$ cat config.mk
export PLATFORM = sky130hd
export DESIGN_NAME = clap_event_detector
export DESIGN_NICKNAME = d
export VERILOG_FILES = /design/src/rtl/clap_event_detector.sv
export SDC_FILE = /design/constraint.sdc
export NUM_CORES = 1
export LEC_CHECK = 0
export ABC_CLOCK_PERIOD_IN_PS = 8280
export CORE_MARGIN = 1
export CORE_UTILIZATION = 55
export CTS_CLUSTER_SIZE = 14
export DETAILED_ROUTE_END_ITERATION = 16
export PLACE_DENSITY = 0.81
export SKIP_CTS_REPAIR_TIMING = 1
export SLEW_MARGIN = 5
export SYNTH_ARGS = -nofsm -noshare
export SYNTH_HDL_FRONTEND = slang
export SYNTH_SLANG_ARGS = --single-unit
$ cat constraint.sdc
create_clock -name clk -period 8.28 [get_ports clk]
set_clock_uncertainty 0.15 [all_clocks]
set_input_delay 0.828 -clock clk [delete_from_list [all_inputs] [get_ports clk]]
set_output_delay 0.828 -clock clk [all_outputs]
set_load 0.01 [all_outputs]
$ cat src/rtl/clap_event_detector.sv
// Turns the FIR filter's sample stream into single-cycle clap events and a saturating clap count.
// Latency: clap_pulse and double_clap rise one clock after the qualifying valid sample; every output is registered.
// Backpressure: none. Samples are accepted on every cycle with sample_valid set, and idle cycles freeze all state.
//
// Ports:
//   clk          rising-edge clock
//   rst          asynchronous active-low reset
//   sample_in    filtered sample, unsigned magnitude, DW bits
//   sample_valid sample_in is valid this cycle; envelope, FSM and counters advance only on valid
//   count_clr    synchronous clear of clap_count; it wins over a simultaneous clap
//   clap_pulse   one-cycle pulse for each detected clap
//   double_clap  one-cycle pulse when a clap lands inside the window opened by the previous clap
//   clap_count   number of claps since reset or clear, saturating at 255
//   busy         high while the detector is ARMED or in REFRACT
//   envelope     current peak-hold/decay envelope
//
// Optional feature: define CLAP_DOUBLE_EN to build the double-clap window. Without it, double_clap is tied low.
module clap_event_detector #(
  parameter int DW          = 10,
  parameter int THRESH      = 300,
  parameter int MIN_LEN     = 2,
  parameter int REFRACT     = 64,
  parameter int DECAY_SHIFT = 3,
  parameter int WINDOW      = 512
) (
  input  logic          clk,
  input  logic          rst,
  input  logic [DW-1:0] sample_in,
  input  logic          sample_valid,
  input  logic          count_clr,
  output logic          clap_pulse,
  output logic          double_clap,
  output logic [7:0]    clap_count,
  output logic          busy,
  output logic [DW-1:0] envelope
);

  localparam int RUN_W  = $clog2(MIN_LEN + 1);
  localparam int RCNT_W = $clog2(REFRACT + 1);
  localparam logic [DW-1:0] THRESH_V = DW'(THRESH);

  typedef enum logic [1:0] {
    S_IDLE    = 2'd0,
    S_ARMED   = 2'd1,
    S_REFRACT = 2'd2
  } state_t;

  state_t            state;
  logic [RUN_W-1:0]  run;
  logic [RCNT_W-1:0] rcnt;
  logic [DW-1:0]     env;
  logic [DW-1:0]     env_dec;
  logic [DW-1:0]     env_nxt;
  logic              loud;
  logic              fire;

  // The decayed value never exceeds env, so the subtraction cannot wrap.
  always_comb begin
    env_dec = env - (env >> DECAY_SHIFT);
    env_nxt = (sample_in > env_dec) ? sample_in : env_dec;
    loud    = (env_nxt >= THRESH_V);
  end

  // fire marks the valid sample that completes a run of MIN_LEN loud samples.
  always_comb begin
    fire = 1'b0;
    if (sample_valid && loud) begin
      if (state == S_IDLE) begin
        fire = (MIN_LEN == 1);
      end else if (state == S_ARMED) begin
        fire = (run == RUN_W'(MIN_LEN - 1));
      end
    end
  end

  always_ff @(posedge clk or negedge rst) begin
    if (!rst) begin
      state      <= S_IDLE;
      run        <= '0;
      rcnt       <= '0;
      env        <= '0;
      busy       <= 1'b0;
      clap_pulse <= 1'b0;
    end else begin
      clap_pulse <= fire;
      if (sample_valid) begin
        env <= env_nxt;
        case (state)
          S_IDLE: begin
            if (loud) begin
              run  <= RUN_W'(1);
              busy <= 1'b1;
              if (fire) begin
                rcnt  <= '0;
                state <= S_REFRACT;
              end else begin
                state <= S_ARMED;
              end
            end
          end
          S_ARMED: begin
            if (loud) begin
              run <= run + RUN_W'(1);
              if (fire) begin
                rcnt  <= '0;
                state <= S_REFRACT;
              end
            end else begin
              run   <= '0;
              busy  <= 1'b0;
              state <= S_IDLE;
            end
          end
          S_REFRACT: begin
            // Loudness is ignored here. A burst that is still loud after this must re-qualify from IDLE.
            if (rcnt == RCNT_W'(REFRACT - 1)) begin
              rcnt  <= '0;
              run   <= '0;
              busy  <= 1'b0;
              state <= S_IDLE;
            end else begin
              rcnt <= rcnt + RCNT_W'(1);
            end
          end
          default: begin
            run   <= '0;
            busy  <= 1'b0;
            state <= S_IDLE;
          end
        endcase
      end
    end
  end

  always_ff @(posedge clk or negedge rst) begin
    if (!rst) begin
      clap_count <= '0;
    end else if (count_clr) begin
      clap_count <= '0;
    end else if (fire && (clap_count != 8'hFF)) begin
      clap_count <= clap_count + 8'd1;
    end
  end

  assign envelope = env;

`ifdef CLAP_DOUBLE_EN
  localparam int WCNT_W = $clog2(WINDOW + 1);

  logic              win;
  logic [WCNT_W-1:0] wcnt;

  // A clap opens the window. A clap arriving while the window is open pairs with it and closes it,
  // so the clap after that one starts a fresh window.
  always_ff @(posedge clk or negedge rst) begin
    if (!rst) begin
      win         <= 1'b0;
      wcnt        <= '0;
      double_clap <= 1'b0;
    end else begin
      double_clap <= 1'b0;
      if (fire) begin
        wcnt <= '0;
        if (win && (wcnt < WCNT_W'(WINDOW))) begin
          double_clap <= 1'b1;
          win         <= 1'b0;
        end else begin
          win <= 1'b1;
        end
      end else if (sample_valid && win) begin
        // The window expires silently when the count reaches WINDOW.
        if (wcnt == WCNT_W'(WINDOW - 1)) begin
          win  <= 1'b0;
          wcnt <= '0;
        end else begin
          wcnt <= wcnt + WCNT_W'(1);
        end
      end
    end
  end
`else
  assign double_clap = 1'b0;
`endif

endmodule

==> results.ini <==
[routing]
viasPerCell = 5.87
antenna_left = 0
wire_per_inst_um = 15.3
drt_first_pass_iters = 4
vias = 2102
routed_wirelength_mm = 5.49
drc = 0
drtIter0Drc = 129

[logic_synthesis]
synth.distinct_cells = 67
synth_area_um2 = 2400
syn_nets = 307
yosysSeqAreaShare_pct = 32.3
synthCells = 272
ys_ff_latch = 31
avgSynthCellArea_um2 = 8.83
synth_edf_count = 0
yosys_warnings = 0
synth_ff_type = dfrtp_1
synth-async-reset-ratio_pct = 100

[critical_path]
end_kind = flip-flop
worstSetupPathType = flip-flop to flip-flop
arrival_ns = 4.47
crit_fanout = 7
critPathLaunchType = flip-flop
crit_required_ns = 8.30

[global_route]
overflow = 0
antenna_found_initial = 0
grt_use_total_pct = 26.3
grt_pass1_vias = 1966
grt_max_degree = 32
grt_pass1_wl_mm = 9.01

[status]
status = finished clean

[timing]
period_share_pct = 53.8
finalSetupViolations = 0
setup_tns_ns = 0
max_freq_ghz = 0.224
period_needed_ns = 4.46
slew_viol_final = 0
final-hold-violation-count = 0
rsz0062_at_grt = false

[floorplanning]
die_h_um = 68.1
die_x_um = 68.1
core_um2 = 4090
rows = 23
start_util_pct = 58.8
ios = 35
die-area_um2 = 4640

[finish]
syn_to_final_growth_pct = 20.7
drive_gt1_share_pct = 9.74
antennaDiodeCount = 0
layout_common_cells = clkdlybuf4s50_1 (33), dfrtp_1 (31), nor2_1 (25), nand2_1 (24)
layout_commonest_cell = clkdlybuf4s50_1
n_fill_cell = 315
fin_nets = 342

[clock_tree]
cts_buffer_depth = 2
clock_latency_ns = 0.29
root_buffer = clkbuf_8
cts_made_buffers = 5
numClockSinks = 31
cts_tree = yes
h-tree-depth = 2
cts.clk_slew.worst_paths_ns = 0.07

[flow_run]
maxCapViolations = 0

[place]
dp_hpwl_mm = 4.05
portBuffers = 33
place_congestion = 0.829

[worst_hold_path]
hold_class = flip-flop to flip-flop

final cells by class:
class                   count  area [um^2]  share of cell area, %
clock inverters             2         35.0                   1.21
repair buffers             36          353                   12.2
multi-input cells         212         1510                   52.2
inverters                  21         78.8                   2.72
flip-flops and latches     31          776                   26.7
clock buffers               6         82.6                   2.85
well taps                  50         62.6                   2.16
cells by family after synthesis:
group           after synthesis  share of synthesized area, %
other cells                   1                         0.156
flops                        31                          32.3
simple gates                 93                          19.6
compound gates               81                          25.2
mux                           9                          3.91
fa+ha+maj                    21                          11.3
xor+xnor                      7                          2.86
buf+inv                      29                          4.74
per-stage QoR:
step                      instance area, um^2  utilization [%]  cells  setup WS, ns  hold slack [ns]
after floorplan                          2400                -    272          4.30            0.305
after global placement                   2780             68.1    350          3.98            0.330
after detailed placement                 2780             68.1    350          3.88            0.338
after CTS                                2900             71.0    358          3.85            0.347
after global routing                     2900             71.0    358          3.47            0.373
final                                    2900             71.0    358          3.82            0.346
registers in the layout, summed over array words and instances (netlist names):
signal,cells
rcnt,7
clap_count,8
run,2
clap_pulse,1
state,2
busy,1
envelope,10
synthesized netlist by cell type, types with 2 or more instances:
cell / number / area share (%)
a22o_1: 4 / 1.5
nand2_1: 24 / 3.8
xor2_1: 2 / 0.73
a211oi_2: 2 / 1.0
ha_1: 20 / 10
a21oi_1: 21 / 4.4
nand2b_1: 2 / 0.52
inv_1: 21 / 3.3
o21ai_2: 2 / 0.73
mux2_1: 2 / 0.94
nor2b_1: 7 / 1.8
o211ai_1: 2 / 0.62
nor2_1: 25 / 3.9
mux2i_1: 6 / 2.5
a21o_1: 4 / 1.3
nor3b_1: 2 / 0.62
and3_1: 4 / 1.0
a211oi_1: 2 / 0.62
nand3_1: 8 / 1.7
o21ai_0: 17 / 3.5
a211o_1: 2 / 0.73
or2_1: 2 / 0.52
xnor2_1: 4 / 1.5
clkbuf_1: 5 / 0.78
nor3_1: 3 / 0.62
dfrtp_1: 31 / 32
nand4_1: 5 / 1.3
o31ai_1: 4 / 1.3
path summary, 6_finish.rpt:
kind                       slack [ns]       endpoint  depth (start not counted)        start
min                              0.35         run[0]                          1       run[0]
max                              3.82  clap_count[3]                         15  envelope[7]
max in group asynchronous        6.87       state[1]                          2          rst
min in group asynchronous        0.80  clap_count[6]                          2          rst
min reg2reg                      0.35         run[0]                          1       run[0]
max reg2reg                      3.82  clap_count[3]                         15  envelope[7]
layer usage:
layer  share of wire, %  global-route usage, %  vias up
li1                   -                      -     1054
met1                 49                   33.9      991
met2                 46                   44.2       48
met3                3.6                   3.83        9
met4                1.7                   10.2        0
met5                  0                      0        -
critical path, stage by stage (launching register included):
cell      delay, ns
dfrtp_1        0.46
inv_1          0.13
ha_1           0.36
a21oi_1        0.41
a311oi_1       0.18
nor2_1         0.31
inv_1          0.11
ha_1           0.30
a21oi_1        0.19
o21ai_0        0.12
nor3_1         0.18
a21oi_1        0.18
a2111o_1       0.47
a21oi_2        0.30
nand4_1        0.15
mux2_1         0.33
Power is not shown: default switching activity piles up to over one toggle a cycle in this logic, so the estimate is an artifact.
